$ cat src/rtl/pci_target_data_phase.sv
// PCI target data-phase engine: captures the address-phase command and waits
// for the decoder's DEVSEL claim. It then drives DEVSEL#/TRDY# and runs single
// or burst transfers against a local DEPTH x 32-bit register file. A burst
// that runs past the last word is disconnected with STOP#. All state changes
// on the falling clock edge.
module pci_target_data_phase #(
    parameter logic [31:0] BASE_ADDR = 32'd1000,
    parameter int          DEPTH     = 16,
    parameter int          CLAIM_TO  = 4
) (
    input  logic        clk,
    input  logic        rst_n,
    input  logic        frame,
    input  logic        irdy,
    input  logic [31:0] AD,
    input  logic [3:0]  cbe,
    input  logic        dec_devsel,
    output logic [31:0] ad_out,
    output logic        ad_oe,
    output logic        DEVSEL,
    output logic        TRDY,
    output logic        STOP
);

    localparam int             IW       = (DEPTH > 1) ? $clog2(DEPTH) : 1;
    localparam logic [IW-1:0]  IDX_LAST = IW'(DEPTH - 1);
    localparam int             CW       = (CLAIM_TO > 1) ? $clog2(CLAIM_TO) : 1;
    localparam logic [CW-1:0]  CNT_LAST = CW'(CLAIM_TO - 1);
    localparam logic [3:0]     CMD_MEM_READ  = 4'b0110;
    localparam logic [3:0]     CMD_MEM_WRITE = 4'b0111;

    typedef enum logic [2:0] {
        IDLE,
        CLAIM,
        DATA,
        DISC,
        TURN
    } state_t;

    state_t         state, state_nxt;
    logic [31:0]    addr, addr_nxt;
    logic [3:0]     cmd, cmd_nxt;
    logic [CW-1:0]  cnt, cnt_nxt;
    logic [IW-1:0]  idx, idx_nxt, idx_inc;
    logic [31:0]    ad_out_nxt;
    logic           ad_oe_nxt, devsel_nxt, trdy_nxt, stop_nxt;
    logic           mem_we;
    logic [31:0]    mem_wdata;
    logic [31:0]    mem [DEPTH];
    logic           is_read, is_write, phase_done, addr_is_base;

    assign is_read    = (cmd == CMD_MEM_READ);
    assign is_write   = (cmd == CMD_MEM_WRITE);
    assign phase_done = !irdy && !TRDY;
    assign idx_inc    = idx + 1'b1;
    // The decoder owns address matching; a claimed transfer always starts at
    // word 0 whether or not the captured address equals the device base.
    assign addr_is_base = (addr == BASE_ADDR);

    // Byte-lane merge of write data into the current word (cbe is active low).
    function automatic logic [31:0] merge_lanes(input logic [31:0] old_word,
                                                input logic [31:0] new_word,
                                                input logic [3:0]  be_n);
        logic [31:0] w;
        w = old_word;
        for (int k = 0; k < 4; k++) begin
            if (!be_n[k]) w[8*k +: 8] = new_word[8*k +: 8];
        end
        return w;
    endfunction

    // Next-state and next-output decode for the transfer FSM.
    always_comb begin
        // NOTE: every signal gets a default before the case so no path leaves
        // one unassigned, which would otherwise infer a latch.
        state_nxt  = state;
        addr_nxt   = addr;
        cmd_nxt    = cmd;
        cnt_nxt    = cnt;
        idx_nxt    = idx;
        ad_out_nxt = ad_out;
        ad_oe_nxt  = ad_oe;
        devsel_nxt = DEVSEL;
        trdy_nxt   = TRDY;
        stop_nxt   = STOP;
        mem_we     = 1'b0;
        mem_wdata  = merge_lanes(mem[idx], AD, cbe);

        case (state)
            IDLE: begin
                if (!frame) begin
                    addr_nxt  = AD;
                    cmd_nxt   = cbe;
                    cnt_nxt   = '0;
                    state_nxt = CLAIM;
                end
            end

            CLAIM: begin
                // A decoder claim on the same edge as FRAME# release still wins.
                if (!dec_devsel) begin
                    if (is_read || is_write) begin
                        state_nxt  = DATA;
                        idx_nxt    = '0;
                        devsel_nxt = 1'b0;
                        trdy_nxt   = 1'b0;
                        if (is_read) begin
                            ad_oe_nxt  = 1'b1;
                            ad_out_nxt = mem[0];
                        end
                    end else begin
                        state_nxt = IDLE;
                    end
                end else if (frame || cnt == CNT_LAST) begin
                    state_nxt = IDLE;
                end else begin
                    cnt_nxt = cnt + 1'b1;
                end
            end

            DATA: begin
                if (phase_done) begin
                    mem_we = is_write;
                    if (idx != IDX_LAST) begin
                        idx_nxt = idx_inc;
                        if (is_read) ad_out_nxt = mem[idx_inc];
                    end
                    if (frame) begin
                        state_nxt  = TURN;
                        devsel_nxt = 1'b1;
                        trdy_nxt   = 1'b1;
                        stop_nxt   = 1'b1;
                        ad_oe_nxt  = 1'b0;
                    end else if (idx == IDX_LAST) begin
                        state_nxt = DISC;
                        trdy_nxt  = 1'b1;
                        stop_nxt  = 1'b0;
                    end
                end
            end

            DISC: begin
                if (frame) begin
                    state_nxt  = TURN;
                    devsel_nxt = 1'b1;
                    trdy_nxt   = 1'b1;
                    stop_nxt   = 1'b1;
                    ad_oe_nxt  = 1'b0;
                end
            end

            TURN: begin
                state_nxt = IDLE;
            end

            default: begin
                state_nxt  = IDLE;
                devsel_nxt = 1'b1;
                trdy_nxt   = 1'b1;
                stop_nxt   = 1'b1;
                ad_oe_nxt  = 1'b0;
            end
        endcase
    end

    // State and bus-output registers, falling-edge clocked.
    always_ff @(negedge clk or negedge rst_n) begin
        // NOTE: sequential state uses non-blocking assignments so every
        // register samples the pre-edge values regardless of statement order.
        if (!rst_n) begin
            state  <= IDLE;
            addr   <= '0;
            cmd    <= '0;
            cnt    <= '0;
            idx    <= '0;
            ad_out <= '0;
            ad_oe  <= 1'b0;
            DEVSEL <= 1'b1;
            TRDY   <= 1'b1;
            STOP   <= 1'b1;
        end else begin
            state  <= state_nxt;
            addr   <= addr_nxt;
            cmd    <= cmd_nxt;
            cnt    <= cnt_nxt;
            idx    <= idx_nxt;
            ad_out <= ad_out_nxt;
            ad_oe  <= ad_oe_nxt;
            DEVSEL <= devsel_nxt;
            TRDY   <= trdy_nxt;
            STOP   <= stop_nxt;
        end
    end

    // Local register file with byte-masked writes.
    always_ff @(negedge clk or negedge rst_n) begin
        // NOTE: the register file is architecturally cleared by reset, so it
        // is built from flops with an async clear rather than a RAM macro.
        if (!rst_n) begin
            for (int i = 0; i < DEPTH; i++) mem[i] <= '0;
        end else if (mem_we) begin
            mem[idx] <= mem_wdata;
        end
    end

    // The captured address is kept for debug visibility only.
    logic unused_addr;
    assign unused_addr = addr_is_base;

endmodule

$ cat config.mk
export PLATFORM = sky130hd
export DESIGN_NAME = pci_target_data_phase
export DESIGN_NICKNAME = d
export VERILOG_FILES = /design/src/rtl/pci_target_data_phase.sv
export SDC_FILE = /design/constraint.sdc
export NUM_CORES = 1
export LEC_CHECK = 0
export BUFFER_PORTS_ARGS = -buffer_cell sky130_fd_sc_hd__buf_2
export CORE_MARGIN = 2
export CORE_UTILIZATION = 29
export CTS_CLUSTER_SIZE = 40
export DETAILED_ROUTE_END_ITERATION = 10
export SETUP_SLACK_MARGIN = 0.05
export SYNTH_ARGS = -nofsm -noshare
export SYNTH_HDL_FRONTEND = slang
export SYNTH_SLANG_ARGS = --single-unit
$ cat constraint.sdc
create_clock -name clk -period 3.8 [get_ports clk]
set_input_delay 0.57 -clock clk [delete_from_list [all_inputs] [get_ports clk]]
set_output_delay 0.57 -clock clk [all_outputs]
set_load 0.02 [all_outputs]
[Word-level counts from Yosys, hierarchy flattened]
Cells that the tools add are included.
Storage, ports and cells
  register bits after elaboration: 561
  bits in latches: 0
  bits in writable memories: 0
  bits in read-only memories: 0
  output and inout port bits: 36
  word-level logic and storage cells: 136
  memories: 0
Operators by class
  add/sub/neg operators: 2
  multipliers: 0
  divide/modulo/power cells: 0
  order comparisons: 3
  equal/unequal tests: 21
  shift operators: 0
  mux-type cells: 60
  bitwise operators: 5
  reduce and logical (&&, ||, !) cells: 20
Operator list (count)
  bitwise mux 512 bit: 1
  two-way mux 32 bit: 11
  binary-select mux 32 bit (select 4 bit): 2
  demux 32 bit (select 4 bit): 1
  one-hot mux 32 bit (2 select lines): 1
  two-way mux 8 bit: 4
  two-way mux 3 bit: 7
  != test 2 bit (second input constant): 10
  two-way mux 1 bit: 18
  two-way mux 4 bit: 4
  AND reduction 5 bit: 3
  one-hot mux 1 bit (4 select lines): 3
  one-hot mux 3 bit (4 select lines): 1
  AND reduction 4 bit: 3
  >= comparator 5 bit (second input constant): 2
  NOT 4 -> 5 bit: 2
  equality test 4 x 3 -> 1 bit (second input constant): 2
  two-way mux 2 bit: 4
  one-hot mux 4 bit (2 select lines): 1
  AND reduction 7 bit: 1
  equality test 3 x 2 -> 1 bit (second input constant): 2
  != test 3 bit (second input constant): 2
  AND reduction 6 bit: 1
  less-than comparator 5 x 1 -> 1 bit (second input constant): 1
  other kinds (18): 24

[Depth between registers and ports, before layout]
Gate-level depths: netlist of the first run.
  depth after elaboration: 9
  gate-level depth with buffers: 15

==> results of run 1 <==
[final cells by class]
cell class | count | area, um2 | area share
clock buffers | 79 | 1670 | 0.0462
repair buffers | 296 | 3120 | 0.0863
well taps | 1380 | 1730 | 0.0478
inverters | 4 | 15.0 | 0.000415
clock inverters | 25 | 312 | 0.00862
multi-input cells | 1741 | 15300 | 0.422
flip-flops and latches | 561 | 14000 | 0.388
diodes | 2 | 5.00 | 0.000138
[cell families (layout without fill, tap and decap cells)]
group / count (synthesis) / in the layout / share of synthesized area
AO/OA/AOI/OAI: 645 / 645 / 0.156
AND/OR/NAND/NOR: 580 / 580 / 0.0840
flip-flops: 561 / 561 / 0.462
multiplexers: 507 / 507 / 0.255
buffers and inverters: 217 / 404 / 0.0392
adder cells (fa/ha/maj): 5 / 5 / 0.00206
XOR/XNOR: 4 / 4 / 0.00165
other: 0 / 2 / 0
[state kept, by name, summed over array words and instances (netlist names)]
| register | count |
|---|---|
| STOP | 1 |
| DEVSEL | 1 |
| state | 3 |
| TRDY | 1 |
| ad_oe | 1 |
| idx | 4 |
| cnt | 2 |
| ad_out | 32 |
| mem | 512 |
| cmd | 4 |
[synthesized netlist by cell type, types with 10 or more instances]
| master | n | area (um2) |
|---|---|---|
| mux2i_1 | 107 | 1070 |
| nor2b_1 | 58 | 363 |
| buf_2 | 29 | 145 |
| clkbuf_1 | 123 | 462 |
| a21oi_1 | 20 | 100 |
| nand2_1 | 408 | 1530 |
| a22o_1 | 41 | 359 |
| a21boi_0 | 26 | 195 |
| o21ai_2 | 10 | 87.6 |
| nor2_1 | 40 | 150 |
| a2111oi_4 | 11 | 303 |
| o21ai_1 | 291 | 1460 |
| mux2_2 | 205 | 2310 |
| o221ai_1 | 15 | 131 |
| o22ai_2 | 10 | 125 |
| dfrtn_1 | 558 | 14000 |
| a211oi_1 | 32 | 240 |
| o21ai_0 | 14 | 70.1 |
| buf_4 | 21 | 158 |
| o21bai_1 | 27 | 203 |
| o22ai_1 | 59 | 369 |
| buf_6 | 23 | 259 |
| o32ai_4 | 12 | 330 |
| a21o_1 | 15 | 113 |
| nand2b_1 | 17 | 106 |
| mux4_2 | 189 | 4260 |
[worst max-delay path by stage]
| stage | startpoint | endpoint | slack, ns | cells after the start |
|---|---|---|---|---|
| 2_1_floorplan | irdy | ad_out[10]$_DFFE_NN0P_ | 0.03 | 5 |
| 3_3_place_gp | irdy | mem[46]$_DFFE_NN0P_ | -0.31 | 8 |
| 3_5_place_dp | irdy | mem[54]$_DFFE_NN0P_ | -0.32 | 6 |
| 4_1_cts | ad_out[5]$_DFFE_NN0P_ | ad_out[5] | -0.03 | 1 |
| 5_1_grt | ad_out[5]$_DFFE_NN0P_ | ad_out[5] | -0.07 | 1 |
| 6_report | ad_out[5]$_DFFE_NN0P_ | ad_out[5] | -0.004 | 1 |
[repair_timing]
| item | CTS | global route |
|---|---|---|
| buffers inserted | 4 | 1 |
| hold buffers | 0 | 0 |
| resized for setup | 25 | 4 |
| endpoints found under the setup margin | 14 | 13 |
[power breakdown]
| part | total, uW | switching (uW) | leakage (uW) | internal (uW) |
|---|---|---|---|---|
| registers | 6840 | 430 | 0.00777 | 6410 |
| clock network | 6040 | 2510 | 0.000988 | 3530 |
| logic | 5890 | 3370 | 0.00647 | 2530 |
[worst register-to-register path: cells and delay by family, from the launching register on]
| kind | cells | cell delay [ns] |
|---|---|---|
| compound gates | 2 | 0.28 |
| buf+inv | 2 | 0.56 |
| simple gates | 2 | 0.22 |
| fa+ha+maj | 1 | 0.66 |
| flops | 1 | 0.73 |
| mux | 1 | 0.55 |
[through the flow]
stage | power (uW) | setup slack, ns | instance area (um2)
after floorplan | 10800 | 0.0255 | 30400
after global routing | 19500 | -0.0661 | 36100
final | 18800 | -0.00434 | 36100
after CTS | 18900 | -0.0260 | 36100
after global placement | 12700 | -0.310 | 34000
after detailed placement | 12700 | -0.320 | 34000
[routing by layer]
metal / up-vias / part of all wire
met1: 11200 / 0.44
met5: - / 0.00035
met3: 139 / 0.063
li1: 9744 / -
met4: 6 / 0.024
met2: 648 / 0.47
==> flow_summary.toml, run 1 <==
[drt]
totalWireLength_mm = 92.3
num_vias = 21800
viasPerCell = 5.32
ant_nets = 0
dr.first_iter.drc_count = 1887
dr.pass1.iters = 6
detail_route.wl_per_cell_um = 22.6
drc = 0

[layout]
area.growth.synth_to_final_pct = 19.0
nFillCells = 10200
layout_common_cells = "dfrtn_1, nand2_1, o21ai_1"
nNetsFinal = 2712
drive_above_1_share = 0.333
mostFrequentLayoutCell = "dfrtn_1"
post-route-util = 0.349
instances_no_fill = 4088

[yosys]
synth.distinct_cells = 80
avgSynthCellArea_um2 = 12.1
synthCells = 2519
synth-seq-area-share = 0.462
yosysWarnings = 0
synth-edff-count = 0
synth.cell_area_um2 = 30400
synth_fp_nets = 2565
synth.ff_latch_count = 561
synthArstFlopShare = 1.00
synth_flop_cell = "dfrtn_1"

[clocking]
cts-root-buf = "clkbuf_16"
clock_latency_ns = 0.64
clk_pin_slew_ns = 0.05
clock-sinks = 561
cts_made_buffers = 59
h-tree-depth = 2
cts_tree = "done"
clock_path_buffers = 3

[placed_design]
hpwl_mm = 61.6
placed_cells = 3978
port_buffers = 76
place_congestion = 0.805

[critical_path]
cp.arrival_ns = 3.23
rr_startpoint = "idx[0]$_DFFE_NN0P_"
crit_path_start_kind = "register"
path_max_fanout = 2
path_cells = "buf_6"
crit_path_end_kind = "output port"
worst_ep_required_time_ns = 3.23
crit_family = "flip-flops"
slowest_stage = "dfrtn_1"
critPathKind = "register to output port"
critPathMaxStageDelay_ns = 0.56
reg2reg_to = "ad_out[13]$_DFFE_NN0P_"
rrSetupSlack_ns = 0.63
worst-path-buf-inv = 1
r2r_cells = 8

[min_path]
min_path_cells = 1
hp-start = "ad_oe$_DFFE_NN0P_"
whs_endpoint = "ad_oe$_DFFE_NN0P_"
hp-class = "register to register"

[sta]
drv_slew = 0
rsz0062_at_grt = "true"
slew_headroom = 0.223
fin_ws_ns = -0.00434
tightest_slew_ns = 1.16
finalSetupTns_ns = -0.00434
finalSetupViolations = 1
hold_ws_ns = 0.439
hold_violations = 0
finClkSkew_ns = 0.0498

[global_route]
grt_pass1_wl_mm = 142
grt_overflow = 0
grt.busiest_layer = "met2"
first_global_vias = 21700
use_met2 = 0.278
grt_max_degree = 98
antenna_found_initial = 10
use_met3 = 0.0334
track_usage = 0.172
met1_usage = 0.237

[floorplan]
ios = 77
die_w_um = 328
core.rowCount = 118
initial_core_util = 0.293
dieArea_um2 = 107000
chipHeight_um = 328
core_um2 = 104000

[flow_run]
max_cap_viol_count = 0

[power]
power_density_nw_per_um2 = 519
power_leakage_uw = 0.0152
peakVddDrop_v = 0.000513

[status]
violations = "setup timing"
outcome = "finished with violations"
(Power assumes the default switching activity.)
==> run 2: changes to the inputs <==
--- a/config.mk
+++ b/config.mk
@@ -6,6 +6,7 @@
 export NUM_CORES = 1
 export LEC_CHECK = 0
 export BUFFER_PORTS_ARGS = -buffer_cell sky130_fd_sc_hd__buf_2
+export CORE_ASPECT_RATIO = 0.7
 export CORE_MARGIN = 2
 export CORE_UTILIZATION = 29
 export CTS_CLUSTER_SIZE = 40
==> run 2 against run 1 <==
- the run still ends with setup timing left
- non-clock buffer count is 43 higher
- sequential share of layout area is 0.39 points lower
- clock power is 4.3% lower
- critical path depth stayed put
- global-route usage is 0.96 points higher
- flip-flop and latch count stayed put
- worst hold slack better by 0.0083 ns
- register-to-register slack better by 0.08 ns
- clock skew hardly changed
- count of clock-buffer cells in the layout is 7 lower
- setup slack hardly changed
- die area hardly changed
- critical endpoint is now ad_out[4]
- largest cell class unchanged
==> flow_summary.toml, run 2 (synthesized netlist as in run 1, its figures left out) <==
[power]
power_leakage_uw = 0.0155
peakVddDrop_v = 0.000405
power_density_nw_per_um2 = 514

[flow_run]
max_cap_viol_count = 0

[critical_path]
worst_ep_required_time_ns = 3.23
cp.arrival_ns = 3.23
reg2reg_to = "ad_out[30]$_DFFE_NN0P_"
slowest_stage = "dfrtn_1"
crit_path_end_kind = "output port"
rrSetupSlack_ns = 0.71
r2r_cells = 7
crit_family = "flip-flops"
critPathKind = "register to output port"
path_cells = "buf_6"
cp.depth = 1
crit_path_start_kind = "register"
rr_startpoint = "idx[0]$_DFFE_NN0P_"
worst-path-buf-inv = 1
path_max_fanout = 2
critPathMaxStageDelay_ns = 0.57

[status]
outcome = "finished with violations"
violations = "setup timing"

[clocking]
cts_hold_buf = 0
cts-root-buf = "clkbuf_16"
clock_latency_ns = 0.64
clock-sinks = 561
clk_pin_slew_ns = 0.05
cts_tree = "done"
cts_made_buffers = 53
clock_path_buffers = 3
h-tree-depth = 2

[layout]
layout_common_cells = "dfrtn_1, nand2_1, o21ai_1"
area.growth.synth_to_final_pct = 20.2
mostFrequentLayoutCell = "dfrtn_1"
nFillCells = 10200
drive_above_1_share = 0.344
num_antenna_cells = 0
largest_register_ffs = 512
regMostFlops = "mem"
top_regs = "mem x512, ad_out x32"
nNetsFinal = 2749

[min_path]
whs_endpoint = "ad_oe$_DFFE_NN0P_"
hp-start = "ad_oe$_DFFE_NN0P_"
min_path_cells = 1
hp-class = "register to register"

[global_route]
grt_overflow = 0
track_usage = 0.182
first_global_vias = 22100
grt_pass1_wl_mm = 148
antenna_found_initial = 4
grt_max_degree = 107

[floorplan]
ios = 77
core_um2 = 104000
core.rowCount = 99
initial_core_util = 0.292
dieArea_um2 = 107000
die_w_um = 391
chipHeight_um = 275

[sta]
finalSetupViolations = 2
hold_ws_ns = 0.448
finClkSkew_ns = 0.0495
drv_slew = 0
hold_violations = 0
rsz0062_at_grt = "true"
tightest_slew_ns = 1.14
slew_headroom = 0.240
fin_ws_ns = -0.00433

[placed_design]
hpwl_mm = 64.2
place_congestion = 0.815
port_buffers = 76
place_ws_ns = -0.369

[drt]
dr.pass1.iters = 5
viasPerCell = 5.45
ant_nets = 0
drc = 0
totalWireLength_mm = 97.1
detail_route.wl_per_cell_um = 23.6
num_vias = 22400
dr.first_iter.drc_count = 1973
## run 2: repair_timing
item | in CTS | in global routing
setup buffers | 5 | 1
cloned | 0 | 0
setup endpoints to repair | 19 | 14
gates resized for setup | 33 | 2
## run 2: power breakdown
part,internal [uW],switching (uW)
registers,6410,438
logic,2640,3490
clock network,3220,2560
## run 2: how the worst max path moves through the flow
stage                                      start                      to  slack [ns]
after floorplan                             irdy  ad_out[10]$_DFFE_NN0P_        0.03
after global placement                      irdy    mem[344]$_DFFE_NN0P_       -0.34
after detailed placement                    irdy    mem[341]$_DFFE_NN0P_       -0.37
after CTS                 ad_out[27]$_DFFE_NN0P_              ad_out[27]       -0.02
after global routing       ad_out[8]$_DFFE_NN0P_               ad_out[8]       -0.03
final                      ad_out[4]$_DFFE_NN0P_               ad_out[4]      -0.004
## run 2: through the flow
| stage | instance area (um2) | utilization | std cells | power [uW] | TNS (ns) |
|---|---|---|---|---|---|
| 2_1_floorplan | 30400 | - | 2519 | 10800 | 0 |
| 3_5_place_dp | 34500 | 0.332 | 4003 | 12900 | -109.42 |
| 5_1_grt | 36500 | 0.351 | 4109 | 19500 | -0.109 |
| 4_1_cts | 36500 | 0.351 | 4108 | 18900 | -0.0272 |
| 6_report | 36500 | 0.351 | 4109 | 18800 | -0.00488 |
| 3_3_place_gp | 34500 | 0.332 | 4003 | 12900 | -99.09 |
## run 2: layout make-up
cell class,count,area (um2),share of cell area
Clock buffer,72,1550,0.0424
Clock inverter,29,314,0.00860
Inverter,4,15.0,0.000411
Multi-Input combinational cell,1741,15300,0.418
Sequential cell,561,14000,0.385
Tap cell,1363,1710,0.0467
Timing Repair Buffer,339,3630,0.0995
## run 2: metal layers
metal,vias up,part of all wire,GRT usage
met5,-,0,0
met4,0,0.014,0.0299
met3,108,0.083,0.0392
met2,879,0.42,0.258
met1,11600,0.49,0.283
li1,9851,-,-
==> run 3: changes to the inputs <==
--- a/config.mk
+++ b/config.mk
@@ -11,6 +11,7 @@
 export CORE_UTILIZATION = 29
 export CTS_CLUSTER_SIZE = 40
 export DETAILED_ROUTE_END_ITERATION = 10
+export PLACE_DENSITY = 0.46
 export SETUP_SLACK_MARGIN = 0.05
 export SYNTH_ARGS = -nofsm -noshare
 export SYNTH_HDL_FRONTEND = slang
==> run 3 against run 2 <==
- combinational power up 1%
- the run still ends with setup timing left
- register-to-register slack gained 0.03 ns
- setup slack worse by 0.042 ns
- cell area shrank 0.49%
- critical endpoint is now ad_out[31]
- utilization shrank 0.17 points
- largest power group unchanged
- clock power is 8.0% higher
- critical path type unchanged
- sequential power is essentially flat
- sequential share of layout area is 0.19 points higher
- die area is the same
- flip-flop and latch count unchanged
- largest cell class unchanged
==> flow_summary.toml, run 3 (synthesized netlist as in run 1, its figures left out) <==
[status]
outcome = "finished with violations"
violations = "setup timing"

[power]
p_total_uw = 19300
peakVddDrop_v = 0.000341
power_density_nw_per_um2 = 532
power_leakage_uw = 0.0153

[drt]
dr.pass1.iters = 5
ant_nets = 0
detail_route.wl_per_cell_um = 25.5
dr.first_iter.drc_count = 1502
num_vias = 22400
viasPerCell = 5.48
drc = 0
totalWireLength_mm = 104

[clocking]
clock_path_buffers = 3
cts_tree = "done"
h-tree-depth = 2
clk_pin_slew_ns = 0.05
cts-root-buf = "clkbuf_16"
clock_latency_ns = 0.67
clock-sinks = 561
cts_made_buffers = 59

[critical_path]
crit_family = "flip-flops"
crit_path_start_kind = "register"
crit_path_end_kind = "output port"
path_max_fanout = 2
critPathMaxStageDelay_ns = 0.58
rrSetupSlack_ns = 0.74
critPathKind = "register to output port"
path_cells = "buf_6"
slowest_stage = "dfrtn_1"
cp.arrival_ns = 3.28
worst-path-buf-inv = 1
worst_ep_required_time_ns = 3.23

[floorplan]
chipHeight_um = 275
die_w_um = 391
ios = 77
dieArea_um2 = 107000
core_um2 = 104000
initial_core_util = 0.292
core.rowCount = 99

[layout]
largest_register_ffs = 512
layout_common_cells = "dfrtn_1, nand2_1, o21ai_1"
area.growth.synth_to_final_pct = 19.6
top_regs = "mem x512, ad_out x32"
regMostFlops = "mem"
mostFrequentLayoutCell = "dfrtn_1"
drive_above_1_share = 0.337
nNetsFinal = 2726
nFillCells = 10200

[global_route]
grt_max_degree = 78
grt_overflow = 0
first_global_vias = 23100
antenna_found_initial = 4
track_usage = 0.195
grt_pass1_wl_mm = 156

[placed_design]
place_congestion = 0.823
hpwl_mm = 68.6
port_buffers = 76

[sta]
finalSetupViolations = 3
finalSetupTns_ns = -0.0808
fin_ws_ns = -0.0464
slew_headroom = 0.381
rsz0062_at_grt = "true"
hold_violations = 0
tightest_slew_ns = 0.929
finClkSkew_ns = 0.0698
drv_slew = 0

[flow_run]
max_cap_viol_count = 0

[min_path]
hp-class = "register to register"
[run 3: cell count changes in the layout (fill, tap and decap cells not counted), moves of 3 or more]
| cell | delta |
|---|---|
| clkinvlp_4 | -4 |
| buf_2 | -9 |
| diode_2 | +3 |
| buf_12 | -17 |
| clkbuf_16 | +5 |
| buf_6 | +7 |
| clkbuf_8 | +5 |
| buf_4 | -10 |
| clkbuf_1 | +5 |
[run 3: stage by stage]
step / utilization / hold WS [ns] / area, um2 / instances / setup WS (ns)
6_report: 0.349 / 0.450 / 36300 / 4093 / -0.0464
5_1_grt: 0.349 / 0.474 / 36300 / 4093 / -0.0502
4_1_cts: 0.349 / 0.452 / 36300 / 4089 / -0.0720
3_5_place_dp: 0.327 / 0.452 / 34100 / 3971 / -0.373
3_3_place_gp: 0.327 / 0.438 / 34100 / 3971 / -0.347
2_1_floorplan: - / 0.422 / 30400 / 2519 / 0.0255
[run 3: worst register-to-register path, delay by kind of cell (launching register included)]
kind,cells,cell delay [ns]
mux,1,0.31
buf+inv,2,0.77
flops,1,1.00
compound gates,3,0.66
simple gates,1,0.15
[run 3: worst paths after layout]
kind                                              from  depth (start not counted)              endpoint
worst max-delay path            ad_out[31]$_DFFE_NN0P_                          1            ad_out[31]
worst min-delay path              mem[157]$_DFFE_NN0P_                          2  mem[157]$_DFFE_NN0P_
worst max register to register      idx[3]$_DFFE_NN0P_                          7  mem[304]$_DFFE_NN0P_
worst min register to register    mem[157]$_DFFE_NN0P_                          2  mem[157]$_DFFE_NN0P_
max in group asynchronous                        rst_n                          3  mem[450]$_DFFE_NN0P_
min in group asynchronous                        rst_n                          1  mem[237]$_DFFE_NN0P_
[run 3: area by class of cell]
class,count,area [um2],area share
Clock inverter,24,293,0.00806
Inverter,4,15.0,0.000413
Tap cell,1363,1710,0.0469
Clock buffer,87,1760,0.0485
Antenna cell,3,7.51,0.000207
Multi-Input combinational cell,1741,15300,0.420
Sequential cell,561,14000,0.386
Timing Repair Buffer,310,3250,0.0895
[run 3: power breakdown]
part / internal (uW) / switching, uW
sequential: 6410 / 455
combinational: 2650 / 3570
clock: 3610 / 2630
[run 3: per-layer routing]
metal | global-route usage | vias up | share of wire
met3 | 0.0318 | 161 | 0.058
li1 | - | 9780 | -
met4 | 0.0504 | 2 | 0.024
met2 | 0.292 | 706 | 0.43
met1 | 0.291 | 11800 | 0.48
met5 | 0 | - | 0.00012
[run 3: repair_timing]
action,CTS,global route
gates cloned,0,0
buffers inserted,8,1
endpoints found under the setup margin,28,16
hold buffers,0,0
hold endpoints to repair,0,0
resized for setup,47,5
